==> src/rtl/wb_select_stage_if.sv <==
// wb_select_stage_if: handshake and data bundle of the writeback select stage.
//   Upstream side : in_valid, in_ready, sel, src, in_reg, in_we
//   Downstream    : out_valid, out_ready, out_data, out_reg, out_we
//   Status        : sel_err (sticky out-of-range select)
// Modports: master = the side driving requests and consuming results
//           slave  = the stage itself
// Parameters must match those of the wb_select_stage instance it connects to.
interface wb_select_stage_if #(
  parameter int DATA_W = 32,
  parameter int N_SRC  = 6,
  parameter int SEL_W  = 3,
  parameter int REG_W  = 5
);
  logic                    in_valid;
  logic                    in_ready;
  logic [SEL_W-1:0]        sel;
  logic [N_SRC*DATA_W-1:0] src;
  logic [REG_W-1:0]        in_reg;
  logic                    in_we;
  logic                    out_valid;
  logic                    out_ready;
  logic [DATA_W-1:0]       out_data;
  logic [REG_W-1:0]        out_reg;
  logic                    out_we;
  logic                    sel_err;

  modport master (
    output in_valid, sel, src, in_reg, in_we, out_ready,
    input  in_ready, out_valid, out_data, out_reg, out_we, sel_err
  );

  modport slave (
    input  in_valid, sel, src, in_reg, in_we, out_ready,
    output in_ready, out_valid, out_data, out_reg, out_we, sel_err
  );
endinterface

==> src/rtl/wb_select_stage.sv <==
// wb_select_stage: writeback source select with a two-entry output buffer
// (output register + skid register), one cycle latency.
//   clk   : clock, rising edge
//   rst_n : synchronous active-low reset
//   bus   : wb_select_stage_if.slave (request in, result out, sel_err)
// Optional feature macro: WB_ZERO_REG_GUARD_EN -- entries targeting register 0
// are stored with the write enable cleared.
module wb_select_stage #(
  parameter int DATA_W = 32,
  parameter int N_SRC  = 6,
  parameter int SEL_W  = 3,
  parameter int REG_W  = 5
) (
  input  logic              clk,
  input  logic              rst_n,
  wb_select_stage_if.slave  bus
);

  typedef struct packed {
    logic [DATA_W-1:0] data;
    logic [REG_W-1:0]  rd;
    logic              we;
  } entry_t;

  typedef enum logic [1:0] {EMPTY, ONE, FULL} state_t;

  state_t state_q;
  entry_t out_q, skid_q, in_entry;
  logic   out_valid_q, in_ready_q, sel_err_q;
  logic   sel_oob, accept, consume;

  // Unmatched select values fall through to the all-zero default.
  always_comb begin
    in_entry = '0;
    for (int k = 0; k < N_SRC; k++)
      if (bus.sel == SEL_W'(k)) in_entry.data = bus.src[k*DATA_W +: DATA_W];
    in_entry.rd = bus.in_reg;
`ifdef WB_ZERO_REG_GUARD_EN
    in_entry.we = bus.in_we && (bus.in_reg != '0);
`else
    in_entry.we = bus.in_we;
`endif
  end

  // One extra bit so N_SRC == 2**SEL_W is representable.
  assign sel_oob = {1'b0, bus.sel} >= (SEL_W+1)'(N_SRC);
  assign accept  = bus.in_valid && in_ready_q;
  assign consume = out_valid_q && bus.out_ready;

  always_ff @(posedge clk) begin
    if (!rst_n) begin
      state_q     <= EMPTY;
      out_q       <= '0;
      skid_q      <= '0;
      out_valid_q <= 1'b0;
      in_ready_q  <= 1'b1;
      sel_err_q   <= 1'b0;
    end else begin
      if (accept && sel_oob) sel_err_q <= 1'b1;
      case (state_q)
        EMPTY: if (accept) begin
          out_q       <= in_entry;
          out_valid_q <= 1'b1;
          state_q     <= ONE;
        end
        ONE: begin
          if (accept && !consume) begin
            skid_q     <= in_entry;
            in_ready_q <= 1'b0;
            state_q    <= FULL;
          end else if (accept && consume) begin
            out_q <= in_entry;
          end else if (consume) begin
            out_valid_q <= 1'b0;
            state_q     <= EMPTY;
          end
        end
        FULL: if (consume) begin
          // in_ready is low here, so only the skid entry can advance.
          out_q      <= skid_q;
          in_ready_q <= 1'b1;
          state_q    <= ONE;
        end
        default: begin
          state_q     <= EMPTY;
          out_valid_q <= 1'b0;
          in_ready_q  <= 1'b1;
        end
      endcase
    end
  end

  assign bus.in_ready  = in_ready_q;
  assign bus.out_valid = out_valid_q;
  assign bus.out_data  = out_q.data;
  assign bus.out_reg   = out_q.rd;
  assign bus.out_we    = out_q.we;
  assign bus.sel_err   = sel_err_q;

endmodule

==> src/flat_wrapper.sv <==
// flat-port wrapper written by rule: the top's interface ports become plain ports
module wb_select_stage_flat 
#(
  parameter int DATA_W = 32,
  parameter int N_SRC  = 6,
  parameter int SEL_W  = 3,
  parameter int REG_W  = 5
)
  (clk, rst_n, bus_in_valid, bus_sel, bus_src, bus_in_reg, bus_in_we, bus_out_ready, bus_in_ready, bus_out_valid, bus_out_data, bus_out_reg, bus_out_we, bus_sel_err);
  wb_select_stage_if #(.DATA_W(DATA_W), .N_SRC(N_SRC), .SEL_W(SEL_W), .REG_W(REG_W)) bus_i ();
  input  logic clk;
  input  logic rst_n;
  input wire logic [$bits(bus_i.in_valid)-1:0] bus_in_valid;
  input wire logic [$bits(bus_i.sel)-1:0] bus_sel;
  input wire logic [$bits(bus_i.src)-1:0] bus_src;
  input wire logic [$bits(bus_i.in_reg)-1:0] bus_in_reg;
  input wire logic [$bits(bus_i.in_we)-1:0] bus_in_we;
  input wire logic [$bits(bus_i.out_ready)-1:0] bus_out_ready;
  output wire logic [$bits(bus_i.in_ready)-1:0] bus_in_ready;
  output wire logic [$bits(bus_i.out_valid)-1:0] bus_out_valid;
  output wire logic [$bits(bus_i.out_data)-1:0] bus_out_data;
  output wire logic [$bits(bus_i.out_reg)-1:0] bus_out_reg;
  output wire logic [$bits(bus_i.out_we)-1:0] bus_out_we;
  output wire logic [$bits(bus_i.sel_err)-1:0] bus_sel_err;
  assign bus_i.in_valid = bus_in_valid;
  assign bus_i.sel = bus_sel;
  assign bus_i.src = bus_src;
  assign bus_i.in_reg = bus_in_reg;
  assign bus_i.in_we = bus_in_we;
  assign bus_i.out_ready = bus_out_ready;
  assign bus_in_ready = bus_i.in_ready;
  assign bus_out_valid = bus_i.out_valid;
  assign bus_out_data = bus_i.out_data;
  assign bus_out_reg = bus_i.out_reg;
  assign bus_out_we = bus_i.out_we;
  assign bus_sel_err = bus_i.sel_err;
  wb_select_stage #(.DATA_W(DATA_W), .N_SRC(N_SRC), .SEL_W(SEL_W), .REG_W(REG_W)) u_core (.clk(clk), .rst_n(rst_n), .bus(bus_i));
endmodule
==> config.mk <==
export PLATFORM = sky130hd
export DESIGN_NAME = wb_select_stage_flat
export DESIGN_NICKNAME = d
export VERILOG_FILES = /design/src/rtl/wb_select_stage_if.sv /design/src/rtl/wb_select_stage.sv /design/src/flat_wrapper.sv
export SDC_FILE = /design/constraint.sdc
export NUM_CORES = 1
export LEC_CHECK = 0
export BUFFER_PORTS_ARGS = -buffer_cell sky130_fd_sc_hd__buf_2
export CELL_PAD_IN_SITES_DETAIL_PLACEMENT = 1
export CELL_PAD_IN_SITES_GLOBAL_PLACEMENT = 1
export CORE_ASPECT_RATIO = 0.7
export CORE_MARGIN = 4
export CORE_UTILIZATION = 35
export CTS_CLUSTER_DIAMETER = 80
export CTS_CLUSTER_SIZE = 30
export DETAILED_ROUTE_END_ITERATION = 10
export GPL_TIMING_DRIVEN = 1
export PLACE_DENSITY_LB_ADDON = 0.12
export SYNTH_ARGS = -nofsm -noshare
export SYNTH_HDL_FRONTEND = slang
export SYNTH_SLANG_ARGS = --single-unit
==> constraint.sdc <==
create_clock -name clk -period 3 [get_ports clk]
set_input_delay 0.45 -clock clk [delete_from_list [all_inputs] [get_ports clk]]
set_output_delay 0.45 -clock clk [all_outputs]
set_load 0.05 [all_outputs]
==> results of run 1 <==
-- logic make-up after synthesis --
logic type             Yosys count
AOI/OAI and AO/OA              182
muxes                           64
buffers and inverters           64
and+or+nand+nor                180
DFF                             81
-- critical path: cells and delay by family, from the launching register on --
kind            cells  cell delay, ns
flops               1            0.56
compound gates      2            0.56
simple gates        2            0.86
buf+inv             1            0.23
-- routing by layer --
layer	up-vias	global-route usage
met4	4	0.0352
met5	-	0
met3	18	0.0623
met2	160	0.386
met1	2551	0.273
li1	2584	-
-- power breakdown --
part | switching [mW] | internal [mW] | total [mW] | leakage, nW
sequential | 0.0492 | 1.16 | 1.21 | 0.661
combinational | 0.591 | 0.315 | 0.906 | 2.03
clock | 0.428 | 0.771 | 1.20 | 0.162
-- synth_stat cells (2+ instances only) --
cell,instances
sky130_fd_sc_hd__nand2_1,93
sky130_fd_sc_hd__dfxtp_1,81
sky130_fd_sc_hd__mux2i_1,63
sky130_fd_sc_hd__clkbuf_1,36
sky130_fd_sc_hd__nand3_1,33
sky130_fd_sc_hd__o211ai_1,32
sky130_fd_sc_hd__o21bai_1,32
sky130_fd_sc_hd__a22oi_1,31
sky130_fd_sc_hd__o22ai_1,31
sky130_fd_sc_hd__or3_1,31
sky130_fd_sc_hd__o311ai_0,20
sky130_fd_sc_hd__buf_2,16
sky130_fd_sc_hd__o311ai_1,11
sky130_fd_sc_hd__a21oi_1,9
sky130_fd_sc_hd__nor2_1,9
sky130_fd_sc_hd__a311oi_1,6
sky130_fd_sc_hd__buf_4,5
sky130_fd_sc_hd__buf_1,3
sky130_fd_sc_hd__buf_6,3
sky130_fd_sc_hd__nor2b_1,3
sky130_fd_sc_hd__and3b_1,2
sky130_fd_sc_hd__nand2b_1,2
sky130_fd_sc_hd__nor3_1,2
sky130_fd_sc_hd__o21ai_0,2
-- through the flow --
step / power (mW) / setup slack (ns)
2_1_floorplan: 1.84 / 1.07
3_3_place_gp: 2.12 / 0.720
3_5_place_dp: 2.15 / 0.606
4_1_cts: 3.35 / 0.676
5_1_grt: 3.48 / 0.454
6_report: 3.32 / 0.680
-- layout make-up --
class | instances | share of cell area
Sequential cell | 81 | 0.254
Multi-Input combinational cell | 426 | 0.449
Timing Repair Buffer | 257 | 0.208
Inverter | 1 | 0.000588
Clock buffer | 11 | 0.0396
Tap cell | 185 | 0.0362
Clock inverter | 5 | 0.0121
-- layout by cell type, fill, tap and decap left out, types with 6 or more instances in the layout --
cell,netlist,routed
sky130_fd_sc_hd__nor2_1,9,8
sky130_fd_sc_hd__a311oi_1,6,6
sky130_fd_sc_hd__a22oi_1,31,31
sky130_fd_sc_hd__o22ai_1,31,31
sky130_fd_sc_hd__o311ai_0,20,20
sky130_fd_sc_hd__nand2_1,93,93
sky130_fd_sc_hd__mux2i_1,63,63
sky130_fd_sc_hd__dfxtp_1,81,81
sky130_fd_sc_hd__buf_2,16,244
sky130_fd_sc_hd__o21bai_1,32,32
sky130_fd_sc_hd__a21oi_1,9,9
sky130_fd_sc_hd__o211ai_1,32,32
sky130_fd_sc_hd__or3_1,31,31
sky130_fd_sc_hd__nand3_1,33,32
sky130_fd_sc_hd__clkbuf_16,0,9
sky130_fd_sc_hd__o311ai_1,11,11
sky130_fd_sc_hd__buf_4,5,12
-- how the worst max path moves through the flow --
stage	from	slack, ns	end	depth (start not counted)
after CTS	u_core.state_q[1]$_SDFFE_PN0P_	0.68	u_core.bus.out_data[8]$_SDFFE_PN0P_	5
after global routing	u_core.state_q[1]$_SDFFE_PN0P_	0.45	u_core.bus.out_data[8]$_SDFFE_PN0P_	5
after floorplan	u_core.bus.out_valid$_SDFFE_PN0P_	1.07	u_core.bus.out_data[13]$_SDFFE_PN0P_	6
after global placement	bus_out_ready	0.72	u_core.bus.out_data[20]$_SDFFE_PN0P_	6
final	u_core.state_q[1]$_SDFFE_PN0P_	0.68	u_core.bus.out_data[8]$_SDFFE_PN0P_	5
after detailed placement	bus_out_ready	0.61	u_core.bus.out_data[8]$_SDFFE_PN0P_	6
==> flow_metrics.py, run 1 <==
metrics = {
    "status": {
        "outcome": "complete, no violations",
    },
    "cts": {
        "ctsLongestPathBuffers": 2,
        "worst_skew_pair.late_latency_ns": 0.33,
        "htree_num_levels": 3,
        "tritoncts": "built",
        "tritoncts.num_buffers": 9,
        "tritoncts_num_sinks": 81,
        "post_cts.resized_instances": 0,
        "cts-root-buf": "sky130_fd_sc_hd__clkbuf_16",
        "clkSlewWorstSetupHoldPaths_ns": 0.06,
        "postCtsSetupBuffers": 0,
        "hold_buffers": 0,
    },
    "synth": {
        "cell_area_after_technology_mapping_um2": 4780,
        "post-synth-top-area-cell": "sky130_fd_sc_hd__dfxtp_1",
        "ys_types": 39,
        "synth_largest_type_area_fraction": 0.339,
        "synthArstFlopShare": 0,
        "post_synth_net_total": 776,
        "synthCells": 571,
        "synth.mux.area_fraction": 0.137,
        "number_of_synthesized_flops_with_an_enable_pin": 0,
        "synth_top_family_by_area": "compound AO/OA/AOI/OAI gates",
        "synth_top_cells_by_area": "sky130_fd_sc_hd__dfxtp_1, sky130_fd_sc_hd__mux2i_1, sky130_fd_sc_hd__nand2_1",
        "synth-simple-area-share": 0.176,
        "ys_seq_area_frac": 0.339,
        "adder_cell_share_of_the_synthesized_area": 0,
        "ys_dominant_reg_cell": "sky130_fd_sc_hd__dfxtp_1",
        "postSynthAreaPerCell_um2": 8.37,
        "ys_warn_count": 0,
        "ys_ff_latch": 81,
        "synth_compound_area_frac": 0.285,
        "synth_xor_xnor_area_share": 0,
    },
    "setup_path": {
        "critPathSlowestCell": "sky130_fd_sc_hd__nand3_2",
        "critical_path_rt_ns": 3.23,
        "data_arrival_time_of_the_worst_path_ns": 2.55,
        "slowest_delay_ns": 0.62,
        "setup.worst_path.class": "flip-flop to flip-flop",
        "critical_path_peak_fanout": 31,
        "worst-r2r-setup-slack_ns": 0.68,
        "reg2reg_depth": 5,
        "endpoint_kind": "flip-flop",
        "critical_path.cell_chain": "nand4b_1 > o31ai_2 > buf_4 > nand3_2 > o211ai_1",
        "critical_path.startpoint_type": "flip-flop",
        "r2r-end": "u_core.bus.out_data[8]$_SDFFE_PN0P_",
        "timing.rr.start": "u_core.state_q[1]$_SDFFE_PN0P_",
    },
    "routing": {
        "wl_per_cell_um": 18.5,
        "topRoutingLayerUsed": "met5",
        "ant_nets": 0,
        "drtPass1Iterations": 4,
        "post-route-drc-count": 0,
        "avgViaCountPerCell": 5.50,
        "detailroute.via_count": 5317,
        "route.final.wire_length_mm": 17.8,
        "wl_met3_mm": 1.09,
        "wl_met2_mm": 8.84,
        "initialDrtViolationCount": 165,
        "drt-met1-wl_mm": 7.72,
    },
    "layout": {
        "area_delta_synth_final_pct": 33.6,
        "diodes": 0,
        "multiInputGateArea_um2": 2870,
        "finish.instance_area_um2": 6390,
        "filler_cell_count": 1662,
        "final_nets": 981,
        "largest_reg_flops": 38,
        "final_util": 0.481,
        "final_cells": 966,
        "layout_cells_sized_above_1": 0.360,
        "ff_latch_area_um2": 1620,
    },
    "pwr": {
        "power-per-cell-area_nw_per_um2": 519,
        "static_leak_nw": 2.85,
        "max-vdd-ir-drop_uv": 291,
    },
    "timing": {
        "finClkSkew_ns": 0.00426,
        "timing.final.setup_violations": 0,
        "worst_slew_pin_slew_ns": 0.853,
        "final_max_slew_viol_count": 0,
        "achievable-frequency_mhz": 431,
        "fin_hold_ws_ns": 0.369,
        "final-hold-violation-count": 0,
        "ratio_of_final_minimum_period_to_clock_period": 0.773,
        "grt_setup_unrepaired": "false",
        "setup_total_negative_slack_ns": 0,
        "post-route-min-period_ns": 2.32,
        "slew_headroom": 0.431,
    },
    "worst_hold_path": {
        "hold_end": "u_core.skid_q[4]$_SDFFE_PN0P_",
        "hold_path_depth": 3,
        "hold_path.startpoint": "bus_in_reg[3]",
        "hold_class": "input port to flip-flop",
    },
    "floorplan": {
        "floorplan.core_area_um2": 13300,
        "die_h_um": 106,
        "ioPinCount": 246,
        "chipWidth_um": 148,
        "die_area_um2": 15600,
        "floorplan.initialDensity": 0.360,
        "placement_rows": 35,
    },
    "global_route": {
        "grt_first_pass_wirelength_mm": 28.1,
        "grt_remaining_overflow": 0,
        "track_usage": 0.220,
        "initial_antenna_violation_count": 2,
        "grt_start_max_net_pins": 97,
        "number_of_global_route_vias_before_repair": 5417,
    },
    "run": {
        "drv_cap": 0,
    },
    "place": {
        "post_dp_cell_area_um2": 6060,
        "port-buffer-count": 245,
        "post-dp-hpwl_mm": 13.2,
        "place.detailed.instances": 950,
        "globalplace.congestion": 0.765,
    },
}
Power figures use the tool's default switching activity.
==> inputs of run 2 (changes only) <==
--- a/config.mk
+++ b/config.mk
@@ -10,7 +10,7 @@
 export CELL_PAD_IN_SITES_GLOBAL_PLACEMENT = 1
 export CORE_ASPECT_RATIO = 0.7
 export CORE_MARGIN = 4
-export CORE_UTILIZATION = 35
+export CORE_UTILIZATION = 29
 export CTS_CLUSTER_DIAMETER = 80
 export CTS_CLUSTER_SIZE = 30
 export DETAILED_ROUTE_END_ITERATION = 10
==> constraint.sdc (replaced) <==
create_clock -name clk -period 2.1 [get_ports clk]
set_input_delay 0.315 -clock clk [delete_from_list [all_inputs] [get_ports clk]]
set_output_delay 0.315 -clock clk [all_outputs]
set_load 0.05 [all_outputs]
==> run 2 against run 1 <==
Worst setup slack worse by 0.49 ns. Sequential cell count stayed put. Highest routed layer is now met4. Routed wire length up 2.9%. Fmax rose by 22%. Utilization down 6.8 points. Register-to-register slack got worse by 0.49 ns. Critical path type unchanged. Critical path depth decreased by 1. Largest power group is now clock. Sequential power up 44%. Clock skew grew 0.00092 ns. Combinational power is 46% higher. Global-route usage down 3.1 points.
==> flow_metrics.py, run 2 (synthesis gave the netlist of run 1 again) <==
metrics = {
    "status": {
        "outcome": "complete, no violations",
    },
    "pwr": {
        "static_leak_nw": 2.91,
        "power-per-cell-area_nw_per_um2": 749,
        "max-vdd-ir-drop_uv": 343,
        "totalPowerFinal_mw": 4.91,
    },
    "worst_hold_path": {
        "hold_path.startpoint": "bus_in_reg[4]",
        "hold_class": "input port to flip-flop",
    },
    "global_route": {
        "grt_start_max_net_pins": 72,
        "grt_remaining_overflow": 0,
        "number_of_global_route_vias_before_repair": 5511,
        "track_usage": 0.189,
        "grt_first_pass_wirelength_mm": 28.4,
        "initial_antenna_violation_count": 0,
    },
    "setup_path": {
        "slowest_delay_ns": 0.59,
        "critical_path.cell_chain": "a21boi_2 > o31a_4 > or3_1 > o211ai_1",
        "endpoint_kind": "flip-flop",
        "worstSetupStartpoint": "u_core.bus.out_valid$_SDFFE_PN0P_",
        "critPathSlowestCell": "sky130_fd_sc_hd__o31a_4",
        "critical_path.startpoint_type": "flip-flop",
        "data_arrival_time_of_the_worst_path_ns": 2.15,
        "critical_path_peak_fanout": 63,
        "critical_path_rt_ns": 2.35,
        "setup.worst_path.class": "flip-flop to flip-flop",
        "timing.critical_path.max_delay_family": "compound AO/OA/AOI/OAI gates",
        "critical_path_buf_inv_count": 0,
        "timing.rr.start": "u_core.bus.out_valid$_SDFFE_PN0P_",
    },
    "layout": {
        "filler_cell_count": 1934,
        "layout_commonest_cell": "sky130_fd_sc_hd__buf_2",
        "diodes": 0,
        "layout_cells_sized_above_1": 0.363,
        "final_nets": 987,
        "final_cells": 1007,
        "largest_reg_flops": 38,
        "most-common-layout-cells": "sky130_fd_sc_hd__buf_2, sky130_fd_sc_hd__nand2_1, sky130_fd_sc_hd__dfxtp_1",
        "area_delta_synth_final_pct": 37.0,
        "finish.instance_area_um2": 6550,
        "final_util": 0.414,
    },
    "routing": {
        "drt-met1-wl_mm": 7.65,
        "post-route-drc-count": 0,
        "wl_met3_mm": 1.07,
        "wl_per_cell_um": 18.2,
        "avgViaCountPerCell": 5.24,
        "topRoutingLayerUsed": "met4",
        "route.final.wire_length_mm": 18.4,
        "detailroute.via_count": 5272,
        "initialDrtViolationCount": 231,
        "ant_nets": 0,
        "drtPass1Iterations": 4,
        "wl_met2_mm": 9.38,
    },
    "cts": {
        "tritoncts": "built",
        "tritoncts.num_buffers": 9,
        "ctsLongestPathBuffers": 2,
        "postCtsSetupBuffers": 0,
        "tritoncts_num_sinks": 81,
        "hold_buffers": 0,
        "worst_skew_pair.late_latency_ns": 0.33,
        "post_cts.resized_instances": 0,
        "htree_num_levels": 3,
        "cts-root-buf": "sky130_fd_sc_hd__clkbuf_16",
        "clkSlewWorstSetupHoldPaths_ns": 0.06,
    },
    "place": {
        "globalplace.congestion": 0.798,
        "place.detailed.instances": 991,
        "post-dp-hpwl_mm": 13.5,
        "post_place_worst_slack_ns": 0.227,
        "post_dp_cell_area_um2": 6190,
        "port-buffer-count": 245,
    },
    "timing": {
        "post-route-min-period_ns": 1.91,
        "ratio_of_final_minimum_period_to_clock_period": 0.907,
        "grt_setup_unrepaired": "false",
        "finClkSkew_ns": 0.00518,
        "final-hold-violation-count": 0,
        "timing.final.setup_violations": 0,
        "worst_slew_pin_slew_ns": 0.631,
        "final_max_slew_viol_count": 0,
        "fin_hold_ws_ns": 0.238,
        "setup_total_negative_slack_ns": 0,
        "achievable-frequency_mhz": 525,
        "layout_setup_ws_ns": 0.194,
        "slew_headroom": 0.574,
    },
    "floorplan": {
        "chipWidth_um": 161,
        "ioPinCount": 246,
        "floorplan.initialDensity": 0.302,
        "die_h_um": 115,
        "floorplan.core_area_um2": 15800,
        "placement_rows": 38,
        "die_area_um2": 18600,
    },
    "run": {
        "drv_cap": 0,
    },
}
-- run 2: worst paths after layout --
path | slack, ns | cells past startpoint | end
max | 0.19 | 4 | u_core.bus.out_data[14]$_SDFFE_PN0P_
min | 0.24 | 3 | u_core.skid_q[5]$_SDFFE_PN0P_
max reg2reg | 0.19 | 4 | u_core.bus.out_data[14]$_SDFFE_PN0P_
min reg2reg | 0.45 | 2 | u_core.skid_q[5]$_SDFFE_PN0P_
-- run 2: final cells by class --
class	instances	area, µm²	share of cell area
Clock buffer	12	256	0.0392
Clock inverter	4	98.8	0.0151
Timing Repair Buffer	263	1430	0.218
Inverter	1	3.75	0.000573
Multi-Input combinational cell	426	2870	0.438
Sequential cell	81	1620	0.248
Tap cell	220	275	0.0420
-- run 2: power breakdown --
part | internal, mW | total (mW) | leakage (nW) | switching, mW
Sequential | 1.66 | 1.74 | 0.661 | 0.0766
Combinational | 0.469 | 1.32 | 2.08 | 0.850
Clock | 1.23 | 1.85 | 0.173 | 0.621
Total | 3.36 | 4.91 | 2.91 | 1.55
-- run 2: metal layers --
layer  vias up  GRT usage
met5         -          0
li1       2593          -
met2       132      0.343
met4         0     0.0460
met1      2528      0.227
met3        19     0.0491
-- run 2: worst reg2reg max path: stages (launching register included) --
cell and delay (ns):
sky130_fd_sc_hd__dfxtp_1 0.50, sky130_fd_sc_hd__a21boi_2 0.17, sky130_fd_sc_hd__o31a_4 0.60, sky130_fd_sc_hd__or3_1 0.44, sky130_fd_sc_hd__o211ai_1 0.12
==> inputs of run 3 (changes only) <==
--- a/config.mk
+++ b/config.mk
@@ -15,7 +15,7 @@
 export CTS_CLUSTER_SIZE = 30
 export DETAILED_ROUTE_END_ITERATION = 10
 export GPL_TIMING_DRIVEN = 1
-export PLACE_DENSITY_LB_ADDON = 0.12
+export PLACE_DENSITY_LB_ADDON = 0.2
 export SYNTH_ARGS = -nofsm -noshare
 export SYNTH_HDL_FRONTEND = slang
 export SYNTH_SLANG_ARGS = --single-unit
==> constraint.sdc (replaced) <==
create_clock -name clk -period 2.1 [get_ports clk]
set_input_delay 0.315 -clock clk [delete_from_list [all_inputs] [get_ports clk]]
set_output_delay 0.315 -clock clk [all_outputs]
set_load 0.1 [all_outputs]
==> run 3 against run 2 <==
Routed wire length increased by 4.0%. Worst setup slack got worse by 0.036 ns. Clock skew increased by 0.0041 ns. Final area decreased by 0.52%. First-iteration DRC count increased by 13%. Power increased by 3.8%. Clock-buffer cell count decreased by 2. Final cell count about the same. Register-to-register slack got worse by 0.04 ns. Fmax decreased by 1.9%. Largest power group is now registers.
==> flow_metrics.py, run 3 (synthesis gave the netlist of run 1 again) <==
metrics = {
    "status": {
        "outcome": "complete, no violations",
    },
    "place": {
        "post-dp-hpwl_mm": 14.1,
        "globalplace.congestion": 0.775,
        "port-buffer-count": 245,
        "place.detailed.instances": 991,
    },
    "pwr": {
        "static_leak_nw": 2.89,
        "power-per-cell-area_nw_per_um2": 782,
        "totalPowerFinal_mw": 5.10,
        "max-vdd-ir-drop_uv": 358,
    },
    "layout": {
        "final_cells": 1006,
        "diodes": 0,
        "layout_commonest_cell": "sky130_fd_sc_hd__buf_2",
        "most-common-layout-cells": "sky130_fd_sc_hd__buf_2, sky130_fd_sc_hd__nand2_1, sky130_fd_sc_hd__dfxtp_1",
        "final_util": 0.412,
        "largest_reg_flops": 38,
        "final_nets": 987,
        "area_delta_synth_final_pct": 36.3,
        "layout_cells_sized_above_1": 0.366,
    },
    "worst_hold_path": {
        "hold_class": "input port to flip-flop",
    },
    "setup_path": {
        "timing.critical_path.max_delay_family": "simple AND/OR/NAND/NOR gates",
        "data_arrival_time_of_the_worst_path_ns": 2.18,
        "critical_path.cell_chain": "nand4b_1 > o31ai_2 > nand3_2 > buf_12 > o211ai_1",
        "critical_path_buf_inv_count": 1,
        "setup.worst_path.class": "flip-flop to flip-flop",
        "critical_path_rt_ns": 2.34,
        "critical_path.startpoint_type": "flip-flop",
        "critPathSlowestCell": "sky130_fd_sc_hd__dfxtp_1",
        "endpoint_kind": "flip-flop",
        "critical_path_peak_fanout": 17,
        "slowest_delay_ns": 0.58,
    },
    "floorplan": {
        "die_area_um2": 18600,
        "chipWidth_um": 161,
        "floorplan.initialDensity": 0.302,
        "die_h_um": 115,
        "floorplan.core_area_um2": 15800,
        "ioPinCount": 246,
        "placement_rows": 38,
    },
    "timing": {
        "setup_total_negative_slack_ns": 0,
        "final_max_slew_viol_count": 0,
        "finClkSkew_ns": 0.00931,
        "final-hold-violation-count": 0,
        "slew_headroom": 0.564,
        "post-route-min-period_ns": 1.94,
        "ratio_of_final_minimum_period_to_clock_period": 0.925,
        "achievable-frequency_mhz": 515,
        "fin_hold_ws_ns": 0.241,
        "timing.final.setup_violations": 0,
        "worst_slew_pin_slew_ns": 0.646,
        "grt_setup_unrepaired": "false",
    },
    "run": {
        "drv_cap": 0,
    },
    "routing": {
        "detailroute.via_count": 5368,
        "drtPass1Iterations": 4,
        "wl_per_cell_um": 19.0,
        "ant_nets": 0,
        "initialDrtViolationCount": 261,
        "route.final.wire_length_mm": 19.1,
        "avgViaCountPerCell": 5.34,
        "post-route-drc-count": 0,
    },
    "global_route": {
        "grt_start_max_net_pins": 65,
        "grt_remaining_overflow": 0,
        "track_usage": 0.200,
        "grt_first_pass_wirelength_mm": 30.1,
        "initial_antenna_violation_count": 1,
        "number_of_global_route_vias_before_repair": 5915,
    },
    "cts": {
        "htree_num_levels": 3,
        "post_cts.resized_instances": 0,
        "worst_skew_pair.late_latency_ns": 0.33,
        "hold_buffers": 0,
        "clkSlewWorstSetupHoldPaths_ns": 0.06,
        "tritoncts_num_sinks": 81,
        "ctsLongestPathBuffers": 2,
        "cts-root-buf": "sky130_fd_sc_hd__clkbuf_16",
        "postCtsSetupBuffers": 0,
        "tritoncts.num_buffers": 9,
        "tritoncts": "built",
    },
}
==> run 3: worst paths after layout <==
path / startpoint / endpoint / slack [ns] / cells past startpoint
hold / removal: bus_in_reg[3] / u_core.skid_q[4]$_SDFFE_PN0P_ / 0.24 / 3
setup reg to reg: u_core.state_q[1]$_SDFFE_PN0P_ / u_core.bus.out_data[9]$_SDFFE_PN0P_ / 0.16 / 5
hold reg to reg: u_core.skid_q[5]$_SDFFE_PN0P_ / u_core.skid_q[5]$_SDFFE_PN0P_ / 0.46 / 2
setup / recovery: u_core.state_q[1]$_SDFFE_PN0P_ / u_core.bus.out_data[9]$_SDFFE_PN0P_ / 0.16 / 5
==> run 3: cell type report <==
| type | count | area (µm²) |
|---|---|---|
| Tap cell | 220 | 275 |
| Sequential cell | 81 | 1620 |
| Multi-Input combinational cell | 426 | 2870 |
| Inverter | 1 | 3.75 |
| Clock inverter | 5 | 80.1 |
| Clock buffer | 10 | 239 |
| Timing Repair Buffer | 263 | 1430 |
| Fill cell | 1947 | 9320 |
==> run 3: power breakdown <==
group / internal [mW] / switching (mW) / leakage [nW]
Sequential: 1.66 / 0.0782 / 0.660
Combinational: 0.471 / 1.18 / 2.08
Clock: 1.07 / 0.637 / 0.151
==> run 3: stage by stage <==
stage	instance area [µm²]	worst slack, ns
floorplan	4780	0.185
global placement	6200	0.265
detailed placement	6200	0.168
CTS	6520	0.144
global route	6520	0.00629
finish	6520	0.158
==> run 3: per-layer routing <==
layer,vias to the layer above,share of wire,track usage
met5,-,0.00068,0
met4,2,0.015,0.0466
met3,23,0.067,0.0601
met2,164,0.50,0.371
met1,2588,0.41,0.228
li1,2591,-,-
==> run 3: tightest hold or removal path, delay by kind of cell <==
family | cells | cell delay, ns
buf+inv | 1 | 0.10
simple gates | 1 | 0.05
compound gates | 1 | 0.05
